`src/rtl/digit_scan_mux_pkg.sv`:
```
// Shared constants and helpers for the 4-digit multiplexed 7-segment display path.
// BLANK_CODE is also the code the downstream decoder renders as all segments off.
package digit_scan_mux_pkg;

    localparam int         NUM_DIGITS = 4;
    localparam logic [3:0] BLANK_CODE = 4'hF;
    localparam logic [3:0] ANODE_OFF  = 4'b1111;

    typedef logic [1:0] sel_t;

    // Active-low one-hot enable for a display position.
    function automatic logic [3:0] anode_for(input sel_t pos);
        return ~(4'b0001 << pos);
    endfunction

endpackage

```
`src/rtl/digit_scan_mux_tick.sv`:
```
// Free-running prescaler: counts 0..DIV-1 and pulses tick for one cycle at the terminal count.
// DIV=1 degenerates to a tick on every cycle.
module tick_divider #(
    parameter int DIV = 4
) (
    input  logic clk,
    input  logic rst_n,
    output logic tick
);

    localparam int             W    = (DIV > 1) ? $clog2(DIV) : 1;
    localparam logic [W-1:0]   LAST = W'(DIV - 1);

    logic [W-1:0] count;

    assign tick = (count == LAST);

    // NOTE: sequential state uses non-blocking assignments so every flop samples pre-edge values.
    always_ff @(posedge clk or negedge rst_n) begin
        if (!rst_n)
            count <= '0;
        else if (tick)
            count <= '0;
        else
            count <= count + 1'b1;
    end

endmodule

```
`src/rtl/digit_scan_mux.sv`:
```
// Scans four BCD digits onto one shared decoder and four common-anode enables,
// blanking masked positions during the visible-off half of the blink cycle.
module digit_scan_mux
    import digit_scan_mux_pkg::*;
#(
    parameter int REFRESH_DIV = 100000,
    parameter int BLINK_DIV   = 25000000
) (
    input  logic       clk,
    input  logic       rst_n,
    input  logic [3:0] digit0,
    input  logic [3:0] digit1,
    input  logic [3:0] digit2,
    input  logic [3:0] digit3,
    input  logic [3:0] blink_mask,
    output logic [3:0] digit,
    output logic [3:0] anode,
    output logic [1:0] sel
);

    logic       slot_tick;
    logic       blink_tick;
    logic       blink_phase;
    logic [3:0] cur_digit;

    tick_divider #(.DIV(REFRESH_DIV)) u_refresh (
        .clk  (clk),
        .rst_n(rst_n),
        .tick (slot_tick)
    );

    tick_divider #(.DIV(BLINK_DIV)) u_blink (
        .clk  (clk),
        .rst_n(rst_n),
        .tick (blink_tick)
    );

    always_ff @(posedge clk or negedge rst_n) begin
        if (!rst_n) begin
            sel         <= '0;
            blink_phase <= 1'b0;
        end else begin
            if (slot_tick)
                sel <= sel + 2'd1;
            if (blink_tick)
                blink_phase <= ~blink_phase;
        end
    end

    // NOTE: assign a default before the case so no path leaves cur_digit unassigned (no latch).
    always_comb begin
        cur_digit = digit0;
        case (sel)
            2'd1:    cur_digit = digit1;
            2'd2:    cur_digit = digit2;
            2'd3:    cur_digit = digit3;
            default: cur_digit = digit0;
        endcase
    end

    // Both outputs come from the same pre-update sel, so anode and digit switch together.
    always_ff @(posedge clk or negedge rst_n) begin
        if (!rst_n) begin
            anode <= ANODE_OFF;
            digit <= BLANK_CODE;
        end else begin
            anode <= anode_for(sel);
            digit <= (blink_phase && blink_mask[sel]) ? BLANK_CODE : cur_digit;
        end
    end

endmodule

```
`config.mk`:
```
export PLATFORM = sky130hd
export DESIGN_NAME = digit_scan_mux
export DESIGN_NICKNAME = d
export VERILOG_FILES = /design/src/rtl/digit_scan_mux_pkg.sv /design/src/rtl/digit_scan_mux_tick.sv /design/src/rtl/digit_scan_mux.sv
export SDC_FILE = /design/constraint.sdc
export NUM_CORES = 1
export LEC_CHECK = 0
export BUFFER_PORTS_ARGS = -buffer_cell sky130_fd_sc_hd__buf_2
export CORE_MARGIN = 1.5
export CORE_UTILIZATION = 29
export CTS_BUF_LIST = sky130_fd_sc_hd__clkbuf_8 sky130_fd_sc_hd__clkbuf_16
export DETAILED_ROUTE_END_ITERATION = 8
export PLACE_DENSITY = 0.5
export SETUP_SLACK_MARGIN = 0.2
export SYNTH_ARGS = -nofsm -noshare
export SYNTH_HDL_FRONTEND = slang
export SYNTH_SLANG_ARGS = --single-unit
```
`constraint.sdc`:
```
create_clock -name clk -period 6.05 [get_ports clk]
set_input_delay 0.605 -clock clk [delete_from_list [all_inputs] [get_ports clk]]
set_output_delay 0.605 -clock clk [all_outputs]
set_load 0.01 [all_outputs]
```
After elaboration in Yosys (flattened, before gate mapping). Cells that the tools add are included.

Multiplexer cells: 6. Equality and inequality tests: 5. Reductions and logical operators: 1. Magnitude comparators: 1. Shift operators: 1. Add/sub/neg operators: 3. Bitwise gates (word level): 2.

Operators with widths (number): $add A25 B1 Y25 const B (1); $eq A25 B25 Y1 const B (1); $mux W25 (1); $add A17 B1 Y17 const B (1); $eq A17 B17 Y1 const B (1); $mux W17 (1); $pmux W4 S3 (1); $eq A2 B2 Y1 const B (2); $mux W4 (1); $not A4 Y4 (1); $shl A1 B2 Y4 const A (1); $lt A2 B3 Y1 const B (1); $add A2 B1 Y2 const B (1); $bmux W1 S2 (1); $eq A2 B1 Y1 const B (1); $logic_and A1 B1 Y1 (1); $mux W1 (1); $not A1 Y1 (1).

Register bits after elaboration: 53. Output and inout port bits: 10. Word-level logic and storage cells: 25.

Longest topological paths before layout. Gate-level depths: netlist (run 1).

Depth after elaboration: 4. Gate-level depth with buffers: 6.

Hierarchy. From an unflattened synthesis (run 1), not the netlist that was laid out.

Cells, all modules: 251. Area total of the unflattened synthesis: 2671.3 um2.

By module, submodules not included: tick_divider (u_blink) (area each 1315.0 um2, cells each 129, instances 1, seq. area each 625.6 um2); tick_divider (u_refresh) (area each 793.3 um2, cells each 74, instances 1, seq. area each 425.4 um2); digit_scan_mux (area each 563.0 um2, cells each 48, instances 1, seq. area each 285.3 um2).

Least setup slack after synthesis (run 1). No wires, ideal clock.

Path kind: flip-flop to flip-flop. Start point: reg u_blink.count[8]. End point: reg u_blink.count[6]. Path buffers: 1. Setup slack: 4.028 ns. Period minus slack after synthesis: 2.022 ns. Data arrival time: 1.896 ns. Library setup time: 0.126 ns. Cell stages (with the launch flop): 6. Data required time: 5.924 ns. Cells stage by stage: dfrtp_1 > or4b_2 > or4_4 > nor2_4 > buf_4 > o21ai_1.

Word-level cells in the longest chain between the ends: 2.

Ends and longest elaborated chain: from (decl) (line digit_scan_mux_tick.sv:14) `logic [W-1:0] count;`; from (signal assigned) (line digit_scan_mux_tick.sv:25) `count <= count + 1'b1;`; $eq A25 B25 Y1 (line digit_scan_mux_tick.sv:16) `assign tick = (count == LAST);`; $mux W25 (line digit_scan_mux_tick.sv:22) `else if (tick)`.

No other way between the ends. A chain may end at the register's enable or synchronous reset.

Final worst setup path (run 1).
Start point: reg u_blink.count[8]. End point: reg u_blink.count[5].

Same word-level chain as after synthesis.

==> key figures, run 1 <==
Synth
  – Syn Area/Cell: 10.52 µm²
  – Post-synthesis compound-gate area fraction: 6.481%
  – Netlist cell types: 38
  – Mux cell area share after synthesis: 2.875%
  – Dominant cells by area after synthesis: dfrtp_1 44%, dfstp_2 8.2%, xnor2_1 6.1%, nand2_1 4.1%, ha_1 3.4%
  – Synth Area in Adders: 3.411%
  – Syn_nets: 273
  – Ys flop type: dfrtp_1
  – Synth warn: 0
  – Synthesized flop and latch total: 53
  – Xor and xnor area share after synthesis: 9.552%
  – Post-synth ARST share: 100.0%
  – Mapped cell area: 0.002567 mm²
  – Yosys top cell by area: dfrtp_1
  – Largest family of logic cells by synthesized area: simple AND/OR/NAND/NOR gates
  – Post-synthesis sequential area ratio: 52.05%
  – Cell count after synthesis: 244
  – EDFF count, synth: 0
  – Synth Area in Simple Gates: 22.90%
  – Yosys top cell area share: 43.86%

Placed design
  – HPWL after detailed placement: 3504 µm
  – Port Buf Inserts: 31
  – Setup WS pre-CTS: 3.800 ns
  – Gpl congestion: 0.7606

Floorplan
  – Core Area: 0.008636 mm²
  – Ports: 32
  – Die Height: 97.09 µm
  – # rows: 34
  – Die Area: 0.009426 mm²
  – Initial Util: 29.73%
  – Die W: 97.09 µm

STA
  – Max Freq: 0.4419 GHz
  – Min Tclk post-route: 2.263 ns
  – Max_slew headroom: 54.81%
  – Tightest Pin Transition: 0.6716 ns
  – Hold Violations, Final: 0
  – Final critical-path share of the clock period: 37.40%
  – RSZ-0062 raised after global routing: no
  – Setup slack after layout: 3.787 ns
  – Final clock skew: 0.009642 ns
  – Setup Viol. Count Final: 0
  – Fin. max-slew vios: 0
  – Setup TNS: 0 ns

Setup path
  – Critical Path End Type: register
  – Worst Setup Start Kind: register
  – Worst R2R Path Depth: 4
  – CP required: 6.21 ns
  – CP Max Fanout: 13
  – Crit Reg-Reg Endpoint: u_blink.count[5]
  – Crit path DAT: 2.42 ns
  – CP Class: reg -> reg
  – R2r setup slk: 3.79 ns
  – R2r startpoint: u_blink.count[8]

Drt
  – DRT iter0 DRCs: 69
  – DR vias/cell: 4.788
  – Final wirelength: 4863 µm
  – ANT nets after route: 0
  – Drt wl/cell: 12.57 µm
  – First-pass DRT Iterations: 4
  – Vias: 1,853
  – # DRC: 0

Clock network
  – Num CTS Buffers: 5
  – CTS Root Cell: clkbuf_8
  – Setup Buffers After CTS: 0
  – CTS sink count: 53
  – Clock transition at the registers of the reported paths: 0.09 ns
  – CTS tree: yes
  – Worst-Skew Late Latency: 0.30 ns
  – Cts repair resizes: 0
  – Maximum clock insertion buffer count: 2
  – H-Tree Depth: 2
  – Post-CTS Hold Buffers: 0

Hold path
  – Min-Delay Path Class: in -> async

Final layout
  – Layout cells sized above 1: 19.71%
  – Diodes inserted: 0
  – Synthesis-to-finish area growth: 14.13%
  – Nets: 307

Pwr
  – Power density cells: 195.3 mW/mm²
  – Clock Power Share: 34.6%
  – Max VDD drop: 0.1062 mV
  – Sw frac: 20.71%
  – Sequential share of power: 62.4%
  – Static Leak: 1.285 nW
  – P_sw: 0.1185 mW
  – Pint: 0.4537 mW
  – Logic pwr share: 3.0%

GRT
  – Final global-route overflow total: 0
  – Tot GR Track Use: 11.34%
  – Initial antenna violation count: 0
  – Largest net degree at the start of global routing: 54
  – First-pass GRT wire length: 8769 µm
  – Number of global-route vias before repair: 1,881

Run
  – Max-Cap Viols: 0

Outcome
  – Status: finished clean
metal layers:
| layer | GRT usage [%] | vias to the layer above | routed length (µm) |
|---|---|---|---|
| met1 | 15.26 | 903 | 2365 |
| met5 | 0 | - | 0 |
| met2 | 18.29 | 18 | 2309 |
| met4 | 3.344 | 0 | 48 |
| met3 | 2.590 | 5 | 139 |
| li1 | - | 927 | - |
layout by cell type (no fill, tap or decap), types with 2 or more instances in the layout:
master | synthesis | final
a21oi_1 | 5 | 5
a222oi_1 | 4 | 4
and3_1 | 4 | 4
and4_1 | 3 | 3
buf_2 | 2 | 31
clkbuf_8 | 0 | 6
dfrtp_1 | 45 | 45
dfstp_2 | 8 | 8
ha_1 | 7 | 7
inv_1 | 12 | 14
mux2i_1 | 4 | 4
nand2_1 | 28 | 28
nand3_1 | 12 | 12
nand4_1 | 10 | 10
nor2_1 | 18 | 18
nor2b_1 | 3 | 3
nor3_1 | 7 | 7
nor4_1 | 4 | 4
nor4b_1 | 2 | 2
o21ai_0 | 11 | 11
o31ai_1 | 2 | 2
or3_1 | 5 | 5
or4_1 | 4 | 4
or4_4 | 2 | 2
xnor2_1 | 18 | 18
xor2_1 | 10 | 10
synthesized netlist by cell type (all sizes together), types with 3 or more instances:
| cell | count |
|---|---|
| dfrtp | 45 |
| nand2 | 28 |
| nor2 | 19 |
| xnor2 | 18 |
| inv | 12 |
| nand3 | 12 |
| o21ai | 12 |
| nand4 | 11 |
| xor2 | 10 |
| dfstp | 8 |
| ha | 7 |
| nor3 | 7 |
| a21oi | 6 |
| or3 | 6 |
| or4 | 6 |
| a222oi | 4 |
| and3 | 4 |
| mux2i | 4 |
| nor4 | 4 |
| and4 | 3 |
| buf | 3 |
| nor2b | 3 |
per-stage QoR:
| stage | hold slack [ns] | total power, mW | utilization, % | area [µm²] | std cells |
|---|---|---|---|---|---|
| 2_1_floorplan | 0.3094 | 0.3662 | - | 2567 | 244 |
| 3_3_place_gp | 0.4730 | 0.3819 | 32.89 | 2840 | 379 |
| 3_5_place_dp | 0.4689 | 0.3818 | 32.89 | 2840 | 379 |
| 4_1_cts | 0.4303 | 0.5815 | 33.93 | 2930 | 387 |
| 5_1_grt | 0.4650 | 0.5980 | 33.93 | 2930 | 387 |
| 6_report | 0.3888 | 0.5722 | 33.93 | 2930 | 387 |
critical path, cell delays in order, from the launching register on:
cell      delay (ns)
dfrtp_1         0.43
or4b_2          0.69
or4_4           0.48
nor2_4          0.33
o221ai_1        0.19
cells by family after synthesis:
| kind of cell | count (synthesis) |
|---|---|
| muxes | 6 |
| xor gates and xnor gates | 28 |
| and+or+nand+nor | 107 |
| AOI/OAI and AO/OA | 26 |
| buffers and inverters | 17 |
| adders and majority gates | 7 |
| DFF | 53 |
power groups by stage:
stage | sequential (mW) | combinational (mW) | clock (mW)
after global routing | 0.357 | 0.0203 | 0.221
final | 0.357 | 0.0174 | 0.198
after CTS | 0.357 | 0.0182 | 0.206
after floorplan | 0.365 | 0.00164 | 0
after global placement | 0.364 | 0.0183 | 0
after detailed placement | 0.364 | 0.0182 | 0
state kept, by name, indices dropped and copies added (netlist names):
signal           count
sel                  2
digit                4
anode                4
blink_phase          1
u_refresh.count     17
u_blink.count       25
final cells by class:
| class | count | area (µm²) |
|---|---|---|
| Fill cell | 884 | 5705 |
| Clock inverter | 2 | 7.507 |
| Tap cell | 108 | 135.1 |
| Multi-Input combinational cell | 174 | 1161 |
| Inverter | 12 | 45.04 |
| Sequential cell | 53 | 1336 |
| Clock buffer | 6 | 82.58 |
| Timing Repair Buffer | 32 | 162.7 |
worst max-delay path by stage:
stage	from	endpoint	slack, ns	cells past startpoint
after detailed placement	u_blink.count[8]	u_blink.count[5]	3.80	4
final	u_blink.count[8]	u_blink.count[5]	3.79	4
after global placement	u_blink.count[8]	u_blink.count[5]	3.86	4
after floorplan	u_blink.count[8]	u_blink.count[6]	4.03	5
after CTS	u_blink.count[8]	u_blink.count[5]	3.78	4
after global routing	u_blink.count[0]	u_blink.count[5]	3.64	5
Power figures use the tool's default switching activity.
==> run 2: changes to the inputs <==
==> constraint.sdc (replaced) <==
create_clock -name clk -period 2.3 [get_ports clk]
set_input_delay 0.23 -clock clk [delete_from_list [all_inputs] [get_ports clk]]
set_output_delay 0.23 -clock clk [all_outputs]
set_load 0.01 [all_outputs]
==> run 2 against run 1 <==
Net effect: final cell count rose by 2.6%; routed wire length grew 9.9%; setup slack worse by 3.5 ns; critical path type unchanged; highest routed layer unchanged.
==> key figures, run 2 (synthesis results as in run 1) <==
Outcome
  – Status: finished clean

STA
  – Setup Viol. Count Final: 0 (unchanged)
  – Fin. max-slew vios: 0 (unchanged)
  – Tightest Pin Transition: 0.4693 ns (-0.2024 ns)
  – RSZ-0062 raised after global routing: yes
  – Setup TNS: 0 ns (unchanged)
  – Final critical-path share of the clock period: 89.36% (+52 points)
  – Setup slack after layout: 0.2448 ns (-3.542 ns)
  – Min Hold Slack: 0.1636 ns (-0.2251 ns)
  – Max_slew headroom: 68.46% (+14 points)
  – Min Tclk post-route: 2.055 ns (-0.2076 ns)
  – Max Freq: 0.4866 GHz (+10%)
  – Final clock skew: 0.01612 ns (+0.006478 ns)
  – Hold Violations, Final: 0 (unchanged)

Setup path
  – Crit path DAT: 2.24 ns (-0.18 ns)
  – R2r startpoint: u_blink.count[10]
  – Worst R2R Path Depth: 5 (+1)
  – Critical Path End: u_blink.count[18]
  – Crit path from: u_blink.count[10]
  – Critical Path End Type: register
  – R2r setup slk: 0.24 ns (-3.54 ns)
  – CP required: 2.48 ns (-3.73 ns)
  – Crit Reg-Reg Endpoint: u_blink.count[18]
  – CP Class: reg -> reg
  – CP Max Fanout: 4 (-9)
  – Worst Setup Start Kind: register

Floorplan
  – # rows: 34 (unchanged)
  – Die W: 97.09 µm (unchanged)
  – Ports: 32 (unchanged)
  – Die Height: 97.09 µm (unchanged)
  – Core Area: 0.008636 mm² (unchanged)
  – Die Area: 0.009426 mm² (unchanged)
  – Initial Util: 29.73% (unchanged)

GRT
  – Number of global-route vias before repair: 2,030 (+7.9%)
  – Largest net degree at the start of global routing: 39 (-28%)
  – Final global-route overflow total: 0 (unchanged)
  – Initial antenna violation count: 0 (unchanged)
  – First-pass GRT wire length: 9480 µm (+8.1%)
  – Tot GR Track Use: 12.37% (+1.0 points)

Drt
  – DRT iter0 DRCs: 119 (+72%)
  – Vias: 1,915 (+3.3%)
  – DR vias/cell: 4.824 (+0.74%)
  – # DRC: 0 (unchanged)
  – First-pass DRT Iterations: 4 (unchanged)
  – Final wirelength: 5346 µm (+9.9%)
  – ANT nets after route: 0 (unchanged)
  – Drt wl/cell: 13.47 µm (+7.2%)

Pwr
  – Logic pwr share: 3.3% (+0.3 points)
  – Power density cells: 499.6 mW/mm² (+160%)
  – Clock Power Share: 35.1% (+0.5 points)
  – P_sw: 0.3223 mW (+170%)
  – Tot Pwr: 1.523 mW (+170%)
  – Max VDD drop: 0.2051 mV (+93%)
  – Static Leak: 1.339 nW (+4.1%)
  – Sw frac: 21.17% (+0.45 points)
  – Pint: 1.200 mW (+160%)
  – Sequential share of power: 61.6% (-0.8 points)

Final layout
  – Most common cell after layout, fill and taps aside: dfrtp_1
  – Synthesis-to-finish area growth: 18.71%
  – Top register by number of flip-flops: u_blink.count
  – Design Area, Final: 0.003048 mm² (+4.0%)
  – Layout cells sized above 1: 23.88% (+4.2 points)
  – Nets: 317 (+3.3%)
  – Biggest registers after layout: u_blink.count x25, u_refresh.count x17
  – Max reg flops: 25 (unchanged)
  – Diodes inserted: 0 (unchanged)
  – Most frequent cells in the layout: 45 x dfrtp_1, 31 x buf_2, 28 x nand2_1

Placed design
  – Setup WS pre-CTS: 0.1515 ns (-3.648 ns)
  – Port Buf Inserts: 31 (unchanged)
  – HPWL after detailed placement: 3939 µm (+12%)
  – Gpl congestion: 0.8096 (+6.4%)
  – Area after DPL: 0.002890 mm² (+1.8%)

Clock network
  – CTS Root Cell: clkbuf_8
  – Clock transition at the registers of the reported paths: 0.10 ns (about the same)
  – CTS sink count: 53 (unchanged)
  – H-Tree Depth: 2 (unchanged)
  – Num CTS Buffers: 5 (unchanged)
  – Worst-Skew Late Latency: 0.30 ns (about the same)
  – CTS tree: yes
  – Maximum clock insertion buffer count: 2 (unchanged)

Run
  – Max-Cap Viols: 0 (unchanged)

Hold path
  – Min-Delay Path Class: in -> reg
==> run 2: layer usage <==
metal  up-vias  wire length (µm)  track usage (%)
li1        957                 -                -
met1       938              2640            16.67
met2        15              2547            20.12
met3         5               102            2.446
met4         0                55            3.790
met5         -                 0                0
==> run 2: worst min path at each step <==
stage,startpoint,end,slack [ns],cells past startpoint
6_report,digit0[3],digit[3],0.16,3
5_1_grt,digit0[3],digit[3],0.17,3
3_5_place_dp,rst_n,u_blink.count[4],0.18,1
4_1_cts,digit0[3],digit[3],0.15,3
3_3_place_gp,rst_n,u_blink.count[4],0.18,1
2_1_floorplan,rst_n,blink_phase,-0.07,0
==> run 2: cell type report <==
class | count | area (µm²)
fillers | 862 | 5588
flip-flops and latches | 53 | 1336
multi-input cells | 174 | 1181
repair buffers | 42 | 256.5
well taps | 108 | 135.1
clock buffers | 6 | 82.58
inverters | 12 | 45.04
clock inverters | 2 | 11.26
==> run 2: worst max-delay path, stage by stage (launching register included) <==
cell     delay (ns)
dfrtp_1        0.42
or4b_4         0.51
or4_4          0.58
buf_4          0.16
o32ai_1        0.15
mux2i_1        0.12
==> run 2: stage by stage <==
step | cells | utilization, %
after floorplan | 244 | -
after global placement | 384 | 33.47
after detailed placement | 384 | 33.47
after CTS | 395 | 34.93
after global routing | 397 | 35.29
final | 397 | 35.29
==> run 2: what timing repair did <==
action | in CTS | in global routing
endpoints found under the setup margin | 8 | 14
hold endpoints to repair | 15 | 0
pin swaps | 1 | 2
setup buffers | 2 | 2
hold buffers | 1 | 0
resized for setup | 2 | 5
==> run 2: power groups by stage <==
stage          clock [mW]  sequential [mW]  combinational, mW
6_report            0.534            0.939             0.0502
5_1_grt             0.591            0.939             0.0587
4_1_cts             0.562            0.939             0.0527
3_5_place_dp            0            0.957             0.0514
3_3_place_gp            0            0.956             0.0508
2_1_floorplan           0            0.959            0.00430
